[src/rtl/elastic_buffer_chain.sv]
// elastic_buffer_chain: DEPTH-stage valid/data register chain with bubble collapse and optional occupancy level.
// Ports: clk, rst_n (async active-low), flush (sync discard);
//   upstream   data_in/ready_in (payload valid) -> done_in (accepted);
//   downstream data_out/ready_out (payload valid) <- done_out (accepted);
//   level: number of held entries, present only with ELASTIC_BUFFER_CHAIN_LEVEL_EN defined, else tied to 0.
module elastic_buffer_chain #(
  parameter int DATA_BITWIDTH = 8,
  parameter int DEPTH = 16,
  parameter int LEVEL_BITWIDTH = 5
) (
  input  logic                      clk,
  input  logic                      rst_n,
  input  logic                      flush,
  input  logic [DATA_BITWIDTH-1:0]  data_in,
  input  logic                      ready_in,
  output logic                      done_in,
  output logic [DATA_BITWIDTH-1:0]  data_out,
  output logic                      ready_out,
  input  logic                      done_out,
  output logic [LEVEL_BITWIDTH-1:0] level
);
  logic [DEPTH-1:0] v;
  logic [DATA_BITWIDTH-1:0] d [DEPTH];
  // sv/sd[k] is what stage k sees from its source (index 0 is the upstream port,
  // index DEPTH is the last stage seen by the downstream port); rdy[k] is stage k's
  // load enable, rippling back from done_out so a stalled tail stalls only full stages.
  logic [DEPTH:0] sv, rdy;
  logic [DATA_BITWIDTH-1:0] sd [DEPTH+1];
  assign sv = {v, ready_in};
  always_comb begin
    rdy = '0;
    rdy[DEPTH] = done_out;
    sd[0] = data_in;
    for (int k = DEPTH - 1; k >= 0; k--) rdy[k] = !v[k] || rdy[k+1];
    for (int k = 0; k < DEPTH; k++) sd[k+1] = d[k];
  end
  assign done_in = rdy[0] && !flush && rst_n;
  assign ready_out = sv[DEPTH] && !flush;
  assign data_out = sd[DEPTH];
  // Data registers load only when a valid payload actually moves in, so an idle
  // chain keeps data_out stable.
  always_ff @(posedge clk or negedge rst_n)
    if (!rst_n) begin
      v <= '0;
      for (int k = 0; k < DEPTH; k++) d[k] <= '0;
    end else begin
      for (int k = 0; k < DEPTH; k++) begin
        v[k] <= flush ? 1'b0 : rdy[k] ? sv[k] : v[k];
        if (!flush && rdy[k] && sv[k]) d[k] <= sd[k];
      end
    end
`ifdef ELASTIC_BUFFER_CHAIN_LEVEL_EN
  logic in_x, out_x;
  assign in_x = done_in && ready_in;
  assign out_x = ready_out && done_out;
  always_ff @(posedge clk or negedge rst_n)
    if (!rst_n) level <= '0;
    else level <= flush ? '0 : level + LEVEL_BITWIDTH'(in_x) - LEVEL_BITWIDTH'(out_x);
`else
  assign level = '0;
`endif
endmodule

[config.mk]
export PLATFORM = sky130hd
export DESIGN_NAME = elastic_buffer_chain
export DESIGN_NICKNAME = d
export VERILOG_FILES = /design/src/rtl/elastic_buffer_chain.sv
export SDC_FILE = /design/constraint.sdc
export NUM_CORES = 1
export LEC_CHECK = 0
export BUFFER_PORTS_ARGS = -buffer_cell sky130_fd_sc_hd__clkbuf_2
export CAP_MARGIN = 25
export CORE_AREA = 2 2 117 119
export CTS_BUF_LIST = sky130_fd_sc_hd__clkbuf_2
export DETAILED_ROUTE_END_ITERATION = 6
export DIE_AREA = 0 0 119 121
export GPL_ROUTABILITY_DRIVEN = 1
export GPL_TIMING_DRIVEN = 0
export PLACE_DENSITY_LB_ADDON = 0.08
export REMOVE_ABC_BUFFERS = 1
export SLEW_MARGIN = 20
export SYNTH_ARGS = -nofsm -noshare
export SYNTH_HDL_FRONTEND = slang
export SYNTH_SLANG_ARGS = --single-unit
[constraint.sdc]
create_clock -name clk -period 2.6 [get_ports clk]
set_clock_uncertainty 0.15 [all_clocks]
set_input_delay 0.13 -clock clk [delete_from_list [all_inputs] [get_ports clk]]
set_output_delay 0.13 -clock clk [all_outputs]
set_load 0.005 [all_outputs]
==> key figures <==
Yosys
  – Primary FF master, synth: dfrtp_1
  – Post-synth EDFFs: 0
  – Synthesized area: 5750 sq um
  – Gate count after technology mapping: 371
  – Post-synth ARST share: 100%
  – Synth cell types: 32
  – #FFs+latches synth: 144
  – Avg Synthesized Cell Area: 15.5 sq um
  – YS warnings: 0
  – Sequential share of the synthesized area: 62.7%

Worst setup path
  – CP arrival: 2.14 ns
  – WP data required: 2.32 ns
  – Critical R2R Launch: v[14]
  – R2r worst-path depth: 5
  – Reg2Reg Setup Slack: 0.34 ns
  – RR Endpoint: d[125]
  – CP Launch Type: flip-flop
  – Critical path capture point type: output pin
  – Critical path type: reg -> out
  – Critical Path Fanout Max: 6

Power and ir drop
  – Clk pwr share: 27.9%
  – Combinational cell fraction of total power: 7.1%
  – Sw Ratio: 23.7%
  – Worst vdd ir: 0.311 mV
  – NetSw: 0.907 mW
  – Lkg Pwr: 3.21 nW
  – PD cells: 590 nW/um^2
  – Internal: 2.92 mW
  – Power share of the sequential group: 65.0%

STA
  – RSZ-0062 raised after global routing: true
  – Final hold vios: 66
  – Setup violators final: 0
  – Worst slew pin tran: 0.745 ns
  – Slew Limit Headroom: 50.3%
  – Min Hold Slack: -0.151 ns
  – Crit share post-route: 92.9%
  – F_max: 0.414 GHz
  – Post-layout minimum cycle time: 2.42 ns
  – Slew Limit Fails: 0

Layout
  – Fin cells: 615
  – Layout area overhead: 12.7%
  – Final #Nets: 440
  – Commonest cells after routing, fill and taps aside: 137 x dfrtp_1, 128 x mux2_2, 43 x clkbuf_2
  – Fill cells: 1184
  – Post-route cell area: 6480 sq um
  – Commonest non-fill, non-tap cell in the layout: dfrtp_1
  – Final core utilization: 49.5%
  – Layout cell share with drive strength beyond 1: 48.5%
  – Ant. Diodes: 0

Status
  – Status: finished, violations left
  – Failing checks: hold timing

Placed design
  – IO Port Bufs: 22
  – DP Wirelength: 5.53 mm
  – GP Congestion: 0.713
  – DP Area: 5990 sq um
  – Placed Cells: 553

CTS
  – Num CTS Buffers: 17
  – # clock sinks: 144
  – Hold_buf cts: 23
  – Clk_lat worst skew: 0.67 ns
  – Reg clk slew, reported paths: 0.18 ns
  – Worst-case clock buffer depth: 2
  – Root Buffer: clkbuf_2
  – CTS H-Tree Depth: 4
  – CTS tree: yes

Job
  – Max cap viols: 0

Global routing
  – Total grt overflow: 0
  – Initial antenna violation count: 0
  – Number of global-route vias before repair: 3057
  – GRT Total Usage: 13.3%
  – Largest net degree at the start of global routing: 80
  – Global-route wire length before repair: 15.0 mm

Floorplan
  – Starting Density: 43.9%
  – Die width: 119 um
  – Std cell rows: 42
  – Die height: 121 um
  – Top-Level Pins: 28
  – DIE AREA: 14400 sq um
  – CORE AREA: 13100 sq um

Routing
  – Vias per cell: 4.90
  – Remaining antenna violation count: 0
  – Via count: 3014
  – WL/cell: 13.7 um
  – DRT Pass-1 Iters: 4
  – WL final: 8.45 mm
  – Number of remaining DRC errors: 0
  – Initial DRC count: 94

Worst hold path
  – Hold Path Class: in -> async
==> per-stage QoR <==
| stage | power [mW] | setup TNS, ns | setup slack, ns |
|---|---|---|---|
| finish | 3.83 | 0 | 0.184 |
| global route | 4.05 | -0.00816 | -0.00816 |
| CTS | 3.90 | 0 | 0.0495 |
| detailed placement | 2.79 | 0 | 0.358 |
| global placement | 2.76 | -172.27 | -1.20 |
| floorplan | 2.67 | 0 | 0.630 |
==> cells by family (layout without fill, tap and decap cells) <==
group | count (synthesis) | after routing | share of synthesized area (%)
simple gates | 55 | 55 | 6.77
other cells | 1 | 5 | 0.0652
flops | 144 | 144 | 62.7
compound gates | 17 | 17 | 2.70
buf+inv | 26 | 90 | 2.72
mux | 128 | 128 | 25.1
==> power by group through the flow <==
stage / Sequential [mW] / Combinational, mW / Clock, mW
after floorplan: 2.51 / 0.169 / 0
after global placement: 2.53 / 0.236 / 0
after detailed placement: 2.53 / 0.254 / 0
after CTS: 2.49 / 0.280 / 1.13
after global routing: 2.51 / 0.304 / 1.23
final: 2.49 / 0.271 / 1.07
==> registers in the layout, indices dropped and copies added (netlist names) <==
| name | cells |
|---|---|
| data_out | 8 |
| d | 120 |
| v | 16 |
==> critical path, cell delays in order, from the launching register on <==
cell and delay, ns:
dfrtp_1 0.46, nand4b_4 0.19, nor4_4 0.38, nand3_1 0.13
and3b_1 0.19, clkbuf_2 0.10
==> synthesized netlist by cell type, drive strengths merged (3+ instances only) <==
cell type	n	area share, %
nor2	18	1.2
inv	5	0.33
nand2b	5	0.54
mux2	128	25
nand3	5	0.44
nor4	5	1.2
nor3b	3	0.65
dfrtp	144	63
clkbuf	3	0.20
nand2	4	0.26
a21oi	13	1.4
buf	18	2.2
nand4b	3	0.72
or3b	3	0.46
nand4	3	0.44
==> area by class of cell <==
cell class | instances | area [sq um] | share of cell area [%]
inverters | 5 | 18.8 | 0.290
clock buffers | 22 | 110 | 1.70
multi-input cells | 205 | 2010 | 31.1
repair buffers | 54 | 437 | 6.74
clock inverters | 9 | 68.8 | 1.06
flip-flops and latches | 144 | 3610 | 55.7
well taps | 176 | 220 | 3.40
==> how the worst max path moves through the flow <==
stage	start	end	slack, ns
3_5_place_dp	v[14]	d[65]	0.36
2_1_floorplan	v[14]	d[64]	0.63
3_3_place_gp	rst_n	d[127]	-1.20
5_1_grt	v[15]	done_in	-0.008
6_report	v[15]	done_in	0.18
4_1_cts	v[6]	done_in	0.05
==> metal layers <==
metal  wire, um  part of all wire (%)  global-route usage, %
met1       3760                    44                   16.6
met2       4260                    50                   21.2
met3        268                   3.2                   4.23
met4        160                   1.9                   6.25
met5          0                     0                      0
==> repair_timing <==
action / 4_1_cts / 5_1_grt
pin swaps: 1 / 2
cloned: 0 / 0
buffers inserted: 1 / 7
resized for setup: 6 / 2
endpoints found under the setup margin: 1 / 1
endpoints found under the hold margin: 168 / 66
Power figures use the tool's default switching activity.
